`src/rtl/sdpram_arb.sv`:
```
// Two-requester round-robin arbiter/sequencer for a single-clock sdpram (read-first).
// Define SDPRAM_ARB_FWD_EN to forward same-cycle write data to a colliding read.
module sdpram_arb #(
    parameter int DSIZE = 32,
    parameter int ASIZE = 10
) (
    input  logic             I_wclk,
    input  logic             I_rst,
    input  logic             I_wreq0,
    input  logic             I_wreq1,
    input  logic [ASIZE-1:0] I_waddr0,
    input  logic [ASIZE-1:0] I_waddr1,
    input  logic [DSIZE-1:0] I_wdata0,
    input  logic [DSIZE-1:0] I_wdata1,
    output logic             O_wgnt0,
    output logic             O_wgnt1,
    input  logic             I_rreq0,
    input  logic             I_rreq1,
    input  logic [ASIZE-1:0] I_raddr0,
    input  logic [ASIZE-1:0] I_raddr1,
    output logic             O_rgnt0,
    output logic             O_rgnt1,
    output logic             O_rvld0,
    output logic             O_rvld1,
    output logic [DSIZE-1:0] O_rdata0,
    output logic [DSIZE-1:0] O_rdata1,
    output logic             O_ram_ce,
    output logic             O_ram_wr,
    output logic [ASIZE-1:0] O_ram_waddr,
    output logic [DSIZE-1:0] O_ram_wdata,
    output logic             O_ram_rd,
    output logic [ASIZE-1:0] O_ram_raddr,
    input  logic [DSIZE-1:0] I_ram_rdata
);

    logic             wlast_q, wlast_d;
    logic             rlast_q, rlast_d;
    logic             ram_wr_q, ram_wr_d;
    logic [ASIZE-1:0] ram_waddr_q, ram_waddr_d;
    logic [DSIZE-1:0] ram_wdata_q, ram_wdata_d;
    logic             ram_rd_q, ram_rd_d;
    logic [ASIZE-1:0] ram_raddr_q, ram_raddr_d;
    logic             tag_p1_q, tag_p1_d;
    logic             rvld_p2_q, rvld_p2_d;
    logic             tag_p2_q, tag_p2_d;
    logic [DSIZE-1:0] ret_data;

    // With both requesting, the requester that did not win last time is granted.
    always_comb begin
        O_wgnt0 = ~I_rst & I_wreq0 & (~I_wreq1 | wlast_q);
        O_wgnt1 = ~I_rst & I_wreq1 & (~I_wreq0 | ~wlast_q);
        O_rgnt0 = ~I_rst & I_rreq0 & (~I_rreq1 | rlast_q);
        O_rgnt1 = ~I_rst & I_rreq1 & (~I_rreq0 | ~rlast_q);
    end

    always_comb begin
        wlast_d     = wlast_q;
        rlast_d     = rlast_q;
        ram_waddr_d = ram_waddr_q;
        ram_wdata_d = ram_wdata_q;
        ram_raddr_d = ram_raddr_q;
        tag_p1_d    = tag_p1_q;
        ram_wr_d    = O_wgnt0 | O_wgnt1;
        ram_rd_d    = O_rgnt0 | O_rgnt1;
        if (O_wgnt0 | O_wgnt1) begin
            wlast_d     = O_wgnt1;
            ram_waddr_d = O_wgnt1 ? I_waddr1 : I_waddr0;
            ram_wdata_d = O_wgnt1 ? I_wdata1 : I_wdata0;
        end
        if (O_rgnt0 | O_rgnt1) begin
            rlast_d     = O_rgnt1;
            ram_raddr_d = O_rgnt1 ? I_raddr1 : I_raddr0;
            tag_p1_d    = O_rgnt1;
        end
        rvld_p2_d = ram_rd_q;
        tag_p2_d  = tag_p1_q;
    end

    always_ff @(posedge I_wclk) begin
        if (I_rst) begin
            wlast_q     <= 1'b1;
            rlast_q     <= 1'b1;
            ram_wr_q    <= 1'b0;
            ram_waddr_q <= '0;
            ram_wdata_q <= '0;
            ram_rd_q    <= 1'b0;
            ram_raddr_q <= '0;
            tag_p1_q    <= 1'b0;
            rvld_p2_q   <= 1'b0;
            tag_p2_q    <= 1'b0;
        end else begin
            wlast_q     <= wlast_d;
            rlast_q     <= rlast_d;
            ram_wr_q    <= ram_wr_d;
            ram_waddr_q <= ram_waddr_d;
            ram_wdata_q <= ram_wdata_d;
            ram_rd_q    <= ram_rd_d;
            ram_raddr_q <= ram_raddr_d;
            tag_p1_q    <= tag_p1_d;
            rvld_p2_q   <= rvld_p2_d;
            tag_p2_q    <= tag_p2_d;
        end
    end

    // Strobes are squashed while reset is held so nothing in flight reaches the RAM.
    assign O_ram_wr    = ram_wr_q & ~I_rst;
    assign O_ram_rd    = ram_rd_q & ~I_rst;
    assign O_ram_ce    = O_ram_wr | O_ram_rd;
    assign O_ram_waddr = ram_waddr_q;
    assign O_ram_wdata = ram_wdata_q;
    assign O_ram_raddr = ram_raddr_q;

`ifdef SDPRAM_ARB_FWD_EN
    logic             fwd_q, fwd_d;
    logic [DSIZE-1:0] fwd_data_q, fwd_data_d;

    // RAM is read-first, so a same-address write in the issue cycle is replayed here.
    always_comb begin
        fwd_d      = O_ram_wr & O_ram_rd & (ram_waddr_q == ram_raddr_q);
        fwd_data_d = ram_wdata_q;
    end

    always_ff @(posedge I_wclk) begin
        if (I_rst) begin
            fwd_q      <= 1'b0;
            fwd_data_q <= '0;
        end else begin
            fwd_q      <= fwd_d;
            fwd_data_q <= fwd_data_d;
        end
    end

    assign ret_data = fwd_q ? fwd_data_q : I_ram_rdata;
`else
    assign ret_data = I_ram_rdata;
`endif

    assign O_rvld0  = rvld_p2_q & ~tag_p2_q & ~I_rst;
    assign O_rvld1  = rvld_p2_q & tag_p2_q & ~I_rst;
    assign O_rdata0 = O_rvld0 ? ret_data : '0;
    assign O_rdata1 = O_rvld1 ? ret_data : '0;

endmodule
```
`config.mk`:
```
export PLATFORM = sky130hd
export DESIGN_NAME = sdpram_arb
export DESIGN_NICKNAME = d
export VERILOG_FILES = /design/src/rtl/sdpram_arb.sv
export SDC_FILE = /design/constraint.sdc
export NUM_CORES = 1
export LEC_CHECK = 0
export CAP_MARGIN = 20
export CORE_AREA = 2 2 104 106
export CTS_BUF_LIST = sky130_fd_sc_hd__clkbuf_16
export CTS_CLUSTER_DIAMETER = 60
export DETAILED_ROUTE_END_ITERATION = 10
export DIE_AREA = 0 0 106 108
export PLACE_DENSITY_LB_ADDON = 0.1
export SLEW_MARGIN = 10
export SYNTH_ARGS = -nofsm -noshare
export SYNTH_HDL_FRONTEND = slang
export SYNTH_SLANG_ARGS = --single-unit
```
`constraint.sdc`:
```
create_clock -name I_wclk -period 2.3 [get_ports I_wclk]
set_clock_uncertainty 0.05 [all_clocks]
set_input_delay 0.46 -clock I_wclk [delete_from_list [all_inputs] [get_ports I_wclk]]
set_output_delay 0.46 -clock I_wclk [all_outputs]
set_load 0.05 [all_outputs]
```
==> run_results.csv, run 1 <==
group,metric,value,unit
pwr,leakagePower,0.00281,uW
critical_path,critPathArrivalTime,1.55,ns
logic_synthesis,yosysSeqAreaShare,37.8,%
flow_run,cap_violations,0,
critical_path,end_kind,"output port",
logic_synthesis,ys_seq_elements,59,
critical_path,crit_required,1.79,ns
cts,ctsHoldBuffers,0,
critical_path,crit_slowest_cell,"clkdlybuf4s50_1",
pwr,swShare,31.5,%
grt,antenna_found_initial,0,
die,die_height,108,um
die,dieArea,11400,um^2
route,dr_total_vias,3812,
sta,setup_viol,0,
grt,grt-ovfl-total,0,
grt,met3_usage,7.23,%
sta,tightest_slew,0.642,ns
pwr,power_frac_comb,32.2,%
sta,hold_viol_final,0,
route,drt_iter0_drc,282,
cts,cts_setup_buffers,0,
route,wl,13900,um
cts,cts_max_level,3,
cells_and_area,ff_latch_area,1180,um^2
die,row_count,37,
sta,relSlewSlack,57.0,%
grt,grt_usage,23.7,%
critical_path,startpoint_type,"primary input",
logic_synthesis,synthDistinctLibCells,22,
logic_synthesis,synth_warnings,0,
die,coreArea,10200,um^2
pwr,clockPowerShare,35.5,%
cells_and_area,finish.net_count,744,
grt,grt_max_degree,44,
cells_and_area,diodes,0,
critical_path,worstPathCellList,"clkdlybuf4s50_1 -> nor2b_1 -> nor3b_2 -> buf_12",
cts,insertion_delay,0.31,ns
pwr,intPower,2480,uW
cts,cts_buffers,9,
placement,io_buffers,266,
sta,rsz0062_at_grt,"no",
pwr,ir_worst_vdd,0.000321,V
cts,cts_tree,"done",
cts,cts-root-buf,"clkbuf_16",
placement,place_congestion,0.810,
sta,tns,0,ns
sta,slew_violations,0,
sta,fin_crit_sh,89.7,%
logic_synthesis,syn-cell-area,3120,um^2
cts,path_clk_slew,0.05,ns
cells_and_area,drive_gt1_share,21.6,%
critical_path,max_stage_delay,0.48,ns
cells_and_area,multi_input_area,1570,um^2
die,ios,267,
cts,cts_resized,0,
logic_synthesis,syn_area_per_cell,9.05,um^2
route,drtAntennaViolNets,0,
cells_and_area,fin_util,67.9,%
route,first_pass_iters,4,
grt,busiest_layer,"met2",
grt,use_met2,41.8,%
logic_synthesis,syn-num-nets,487,
route,remaining_drc_errors,0,
logic_synthesis,synthCells,345,
pwr,power_frac_seq,32.2,%
route,wl_per_cell,18.6,um
grt,grt_pass1_vias,3736,
status,outcome,"finished, final reports clean",
grt,grtUsageMet1,27.7,%
cts,clock_sinks,59,
critical_path,crit_type,"in -> out",
sta,post-route-min-period,2.06,ns
sta,fmax,485,MHz
pwr,switching_power,1140,uW
die,die_w,106,um
cells_and_area,fillers,803,
pwr,p_per_area,521,nW/um^2
placement,place_hpwl,10700,um
worst_hold_path,hp-class,"reg -> reg",
route,vias_per_cell,5.13,
cells_and_area,syn_to_final_growth,122,%
grt,grt_pass1_wl,21200,um
die,start_util,30.5,%
critical_path,cp_max_fo,5,
cts,cts_buffer_depth,2,
[per-layer routing]
metal,part of all wire [%],vias to the layer above
li1,-,1804
met3,8.4,23
met2,50,203
met1,40,1782
met4,2.1,0
met5,0,-
[path summary, 6_finish.rpt]
path / depth (start not counted) / to / start / slack [ns]
setup / recovery: 4 / O_wgnt0 / I_wreq1 / 0.24
hold reg to reg: 1 / rvld_p2_q / ram_rd_q / 0.43
hold / removal: 1 / rvld_p2_q / ram_rd_q / 0.43
setup reg to reg: 4 / O_ram_wdata[8] / wlast_q / 0.77
[power groups by stage]
stage               Clock (uW)  Combinational, uW  Sequential (uW)
floorplan                    0                301             1460
global placement             0               1150             1180
detailed placement           0               1170             1180
CTS                       1300               1170             1160
global route              1360               1220             1170
finish                    1290               1170             1170
[area by class of cell]
class                   count  share of cell area [%]
repair buffers            285                    51.0
inverters                  52                    2.81
clock inverters             7                   0.865
clock buffers               9                    3.24
flip-flops and latches     59                    17.0
well taps                 136                    2.45
multi-input cells         195                    22.6
[Yosys cell counts]
| cell type | count | area, um^2 |
|---|---|---|
| a2111oi_0 | 52 | 455 |
| a221o_1 | 52 | 521 |
| nor3_2 | 2 | 20.0 |
| nor2b_1 | 5 | 31.3 |
| buf_6 | 6 | 67.6 |
| nor2_1 | 4 | 15.0 |
| o21ai_1 | 1 | 5.00 |
| clkbuf_1 | 31 | 116 |
| nand2b_1 | 3 | 18.8 |
| inv_2 | 17 | 63.8 |
| or2_1 | 1 | 6.26 |
| inv_1 | 35 | 131 |
| and3b_1 | 4 | 35.0 |
| dfxtp_1 | 59 | 1180 |
| and2_1 | 64 | 400 |
| buf_2 | 2 | 10.0 |
| o21ai_0 | 1 | 5.00 |
| nor3b_2 | 1 | 12.5 |
| a21oi_1 | 1 | 5.00 |
| o21bai_1 | 1 | 7.51 |
| nand2_1 | 2 | 7.51 |
| nor3b_1 | 1 | 7.51 |
[state kept, by name, summed over array words and instances (netlist names)]
| signal | count |
|---|---|
| O_ram_raddr | 10 |
| ram_wr_q | 1 |
| ram_rd_q | 1 |
| O_ram_waddr | 10 |
| rvld_p2_q | 1 |
| tag_p1_q | 1 |
| rlast_q | 1 |
| tag_p2_q | 1 |
| wlast_q | 1 |
| O_ram_wdata | 32 |
[cell families (layout without fill, tap and decap cells)]
kind of cell,Yosys count,in the layout,share of synthesized area (%)
AOI/OAI and AO/OA,108,108,32.0
DFF,59,59,37.8
buffers and inverters,91,353,12.5
and+or+nand+nor,87,87,17.7
[cell usage in the layout (no fill, tap or decap), types with 2 or more instances in the layout]
| cell type | count |
|---|---|
| and2_1 | 64 |
| nor2_1 | 3 |
| clkinv_2 | 3 |
| nor2b_2 | 2 |
| dfxtp_1 | 59 |
| clkbuf_16 | 9 |
| nor2b_1 | 3 |
| a221o_1 | 52 |
| buf_12 | 74 |
| nand2b_1 | 3 |
| a2111oi_0 | 52 |
| buf_4 | 18 |
| nor3b_2 | 2 |
| and3b_1 | 4 |
| inv_2 | 17 |
| nand2_1 | 2 |
| clkdlybuf4s50_1 | 192 |
| inv_1 | 36 |
[through the flow]
stage                     setup WS (ns)  power, uW  instances  hold WS [ns]  instance area (um^2)
after global placement            0.246       2340        727         0.414                  6660
after detailed placement          0.177       2350        727         0.417                  6660
after floorplan                  0.0919       1760        345         0.379                  3140
final                             0.238       3620        743         0.427                  6950
after global routing              0.188       3760        743         0.441                  6950
after CTS                         0.232       3640        743         0.431                  6950
[critical path: cells and delay by family]
family / cells / cell delay [ns]
buf+inv: 2 / 0.66
simple gates: 2 / 0.43
Note: power is estimated with default switching activity, not from simulation.
==> run 2: changes to the inputs <==
--- a/config.mk
+++ b/config.mk
@@ -6,11 +6,13 @@
 export NUM_CORES = 1
 export LEC_CHECK = 0
 export CAP_MARGIN = 20
-export CORE_AREA = 2 2 104 106
+export CELL_PAD_IN_SITES_DETAIL_PLACEMENT = 1
+export CELL_PAD_IN_SITES_GLOBAL_PLACEMENT = 2
+export CORE_MARGIN = 2
+export CORE_UTILIZATION = 17
 export CTS_BUF_LIST = sky130_fd_sc_hd__clkbuf_16
 export CTS_CLUSTER_DIAMETER = 60
 export DETAILED_ROUTE_END_ITERATION = 10
-export DIE_AREA = 0 0 106 108
 export PLACE_DENSITY_LB_ADDON = 0.1
 export SLEW_MARGIN = 10
 export SYNTH_ARGS = -nofsm -noshare
==> run_results.csv, run 2 (synthesis results as in run 1) <==
group,metric,value,unit
status,outcome,"finished, final reports clean",
cts,ctsHoldBuffers,0,
critical_path,end_kind,"output port",
sta,rsz0062_at_grt,"no",
route,vias_per_cell,4.58,
cells_and_area,fin_util,39.2,%
cts,cts_buffer_depth,2,
sta,tns,0,ns
critical_path,ff2ff_path_depth,4,
die,row_count,49,
cts,cts_buffers,9,
sta,post-route-min-period,2.18,ns
cts,insertion_delay,0.32,ns
sta,hold_viol_final,0,
placement,io_buffers,266,
worst_hold_path,hold_depth,1,
die,dieArea,19500,um^2
sta,fmax,460,MHz
placement,dpl.cell_count,820,
cells_and_area,largest_reg_flops,32,
grt,grt_pass1_wl,24000,um
route,drtAntennaViolNets,0,
cts,clock_sinks,59,
cts,cts_tree,"done",
cells_and_area,fillers,1965,
critical_path,cp_max_fo,3,
placement,place_hpwl,12000,um
cts,cts_setup_buffers,0,
critical_path,crit_type,"in -> out",
sta,slew_violations,0,
cells_and_area,final_cell_mix,"clkdlybuf4s50_1, buf_12, and2_1, dfxtp_1",
critical_path,startpoint_type,"primary input",
route,wl_per_cell,18.5,um
die,start_util,17.3,%
grt,grt_pass1_vias,4064,
pwr,leakagePower,0.00281,uW
sta,fin_crit_sh,94.6,%
die,ios,267,
cells_and_area,syn_to_final_growth,126,%
grt,grt_max_degree,47,
route,drt_iter0_drc,103,
die,die_w,140,um
grt,grt-ovfl-total,0,
pwr,ir_worst_vdd,0.000294,V
cells_and_area,layout.cells.non_filler,837,
grt,grt_usage,15.7,%
route,remaining_drc_errors,0,
cts,cts_resized,0,
die,die_height,140,um
route,first_pass_iters,4,
cts,path_clk_slew,0.05,ns
worst_hold_path,hp-class,"reg -> reg",
route,wl,15500,um
cts,cts-root-buf,"clkbuf_16",
grt,antenna_found_initial,2,
route,dr_total_vias,3836,
cells_and_area,final_common_cell,"clkdlybuf4s50_1",
critical_path,critPathArrivalTime,1.67,ns
critical_path,crit_required,1.79,ns
die,coreArea,18000,um^2
cells_and_area,finish.net_count,744,
sta,setup_viol,0,
placement,place_congestion,0.793,
cts,cts_max_level,3,
pwr,p_per_area,512,nW/um^2
cells_and_area,drive_gt1_share,21.5,%
sta,relSlewSlack,53.7,%
sta,tightest_slew,0.691,ns
flow_run,cap_violations,0,
## run 2: path summary, 6_finish.rpt
path | start | end | slack [ns]
worst max register to register | wlast_q | O_ram_wdata[23] | 0.81
worst max-delay path | I_wreq0 | O_wgnt1 | 0.12
worst min register to register | ram_rd_q | rvld_p2_q | 0.41
worst min-delay path | ram_rd_q | rvld_p2_q | 0.41
## run 2: where the power goes
group / internal, uW / switching [uW] / leakage [uW]
Combinational: 542 / 637 / 0.00218
Clock: 813 / 459 / 0.000143
Sequential: 1110 / 54.3 / 0.000490
## run 2: final cells by class
type / count / area, um^2 / area share (%)
inverter: 52 / 195 / 2.76
clock inverter: 6 / 50.0 / 0.708
sequential: 59 / 1180 / 16.7
timing repair buffer: 285 / 3550 / 50.2
clock buffer: 9 / 225 / 3.19
tap: 229 / 287 / 4.05
multi-input combinational: 195 / 1580 / 22.3
antenna: 2 / 5.00 / 0.0708
## run 2: stage by stage
stage               worst slack, ns  cell area (um^2)  total power, uW  hold slack [ns]
finish                        0.124              7070             3620            0.412
CTS                          0.0943              7060             3680            0.418
global placement             -0.326              6770             2360            0.410
global route                 0.0598              7060             3780            0.439
floorplan                    0.0919              3140             1760            0.379
detailed placement          -0.0586              6790             2380            0.411
## run 2: critical path, stage by stage
cell,delay (ns)
clkdlybuf4s50_1,0.55
buf_4,0.16
nand2_1,0.08
and3b_2,0.25
buf_12,0.15
## run 2: per-layer routing
layer	vias up	part of all wire [%]	global-route usage (%)
li1	1813	-	-
met1	1828	43	19.5
met2	184	49	26.9
met3	11	7.0	4.71
met4	0	1.2	3.58
met5	-	0	0
==> run 3: changes to the inputs <==
--- a/config.mk
+++ b/config.mk
@@ -7,9 +7,9 @@
 export LEC_CHECK = 0
 export CAP_MARGIN = 20
 export CELL_PAD_IN_SITES_DETAIL_PLACEMENT = 1
-export CELL_PAD_IN_SITES_GLOBAL_PLACEMENT = 2
+export CELL_PAD_IN_SITES_GLOBAL_PLACEMENT = 1
 export CORE_MARGIN = 2
-export CORE_UTILIZATION = 17
+export CORE_UTILIZATION = 23
 export CTS_BUF_LIST = sky130_fd_sc_hd__clkbuf_16
 export CTS_CLUSTER_DIAMETER = 60
 export DETAILED_ROUTE_END_ITERATION = 10
==> run_results.csv, run 3 (synthesis results as in run 1) <==
group,metric,value,unit
critical_path,crit_type,"in -> out",
cells_and_area,finish.net_count,746,
sta,setup_viol,0,
sta,tightest_slew,0.668,ns
cts,clock_sinks,59,
grt,grt_usage,20.6,%
route,drtAntennaViolNets,0,
grt,grt_max_degree,44,
grt,antenna_found_initial,0,
cts,cts_buffer_depth,2,
grt,grt_pass1_wl,23400,um
placement,place_hpwl,11700,um
cells_and_area,multi_input_area,1580,um^2
cells_and_area,fillers,1442,
route,drt_iter0_drc,215,
critical_path,cp_max_fo,9,
route,dr_total_vias,3838,
critical_path,crit_required,1.79,ns
critical_path,critPathArrivalTime,1.70,ns
cts,cts-root-buf,"clkbuf_16",
pwr,leakagePower,0.00284,uW
status,outcome,"finished, final reports clean",
cells_and_area,syn_to_final_growth,127,%
route,wl,15100,um
cells_and_area,diodes,0,
grt,grt-ovfl-total,0,
cells_and_area,final_common_cell,"clkdlybuf4s50_1",
pwr,p_per_area,538,nW/um^2
die,ios,267,
cells_and_area,ff_latch_area,1180,um^2
placement,place_congestion,0.819,
cts,insertion_delay,0.32,ns
sta,rsz0062_at_grt,"no",
cts,path_clk_slew,0.05,ns
cells_and_area,layout.cells.non_filler,785,
die,coreArea,13200,um^2
route,first_pass_iters,4,
sta,fin_crit_sh,96.2,%
placement,io_buffers,266,
cts,cts_buffers,9,
placement,dpl.cell_count,764,
cells_and_area,largest_reg_flops,32,
cells_and_area,final_cell_mix,"clkdlybuf4s50_1, buf_12, and2_1, dfxtp_1",
cts,ctsHoldBuffers,0,
pwr,total_power,3820,uW
sta,post-route-min-period,2.21,ns
sta,slew_violations,0,
die,die_height,121,um
sta,relSlewSlack,55.2,%
route,wl_per_cell,19.3,um
die,die_w,121,um
pwr,ir_worst_vdd,0.000375,V
cells_and_area,drive_gt1_share,22.5,%
flow_run,cap_violations,0,
critical_path,end_kind,"output port",
sta,hold_viol_final,0,
critical_path,startpoint_type,"primary input",
die,dieArea,14500,um^2
die,row_count,42,
route,vias_per_cell,4.89,
worst_hold_path,hp-class,"reg -> reg",
die,start_util,23.6,%
sta,fmax,452,MHz
grt,grt_pass1_vias,3939,
cts,cts_max_level,3,
cts,cts_tree,"done",
route,remaining_drc_errors,0,
-- run 3: cell types whose count changed in the layout (fill, tap and decap cells not counted), sizes merged --
| cell | delta |
|---|---|
| buf | +2 |
| bufinv | +1 |
| clkinv | +1 |
| diode | -2 |
| inv | -1 |
-- run 3: report_power, final --
group / leakage (uW) / switching, uW / internal, uW
logic: 0.00219 / 639 / 549
registers: 0.000490 / 54.9 / 1110
clock network: 0.000160 / 505 / 955
-- run 3: layout make-up --
class	instances	area share [%]
Timing Repair Buffer	287	50.6
Sequential cell	59	16.7
Clock buffer	9	3.18
Tap cell	176	3.11
Inverter	52	2.75
Clock inverter	7	1.41
Multi-Input combinational cell	195	22.3
-- run 3: critical path: stages --
cell	delay (ns)
clkdlybuf4s50_1	0.68
nand2b_1	0.15
and3b_1	0.24
buf_12	0.16
-- run 3: per-stage QoR --
step	util [%]	setup WS [ns]	hold slack [ns]	TNS (ns)	cell area, um^2
floorplan	-	0.0919	0.379	0	3140
global placement	50.7	-0.112	0.416	-2.15	6720
detailed placement	50.7	-0.172	0.420	-3.52	6720
CTS	53.2	0.0288	0.437	0	7040
global route	53.5	0.0149	0.453	0	7090
finish	53.5	0.0873	0.436	0	7090
-- run 3: per-layer routing --
layer / GRT usage (%) / share of wire, %
met1: 25.3 / 41
met2: 36.3 / 51
met3: 5.19 / 6.8
met4: 4.36 / 0.95
met5: 0 / 0
-- run 3: what timing repair did --
action                     in CTS  in global routing
setup endpoints to repair       1                  1
setup buffers                   0                  4
resized for setup               1                  0
-- run 3: final timing paths --
check | end | slack (ns) | depth (start not counted) | start
worst max register to register | O_ram_wdata[10] | 0.75 | 5 | wlast_q
worst max-delay path | O_rgnt0 | 0.09 | 4 | I_rreq1
worst min register to register | O_ram_wdata[6] | 0.44 | 1 | O_ram_wdata[6]
worst min-delay path | O_ram_wdata[6] | 0.44 | 1 | O_ram_wdata[6]
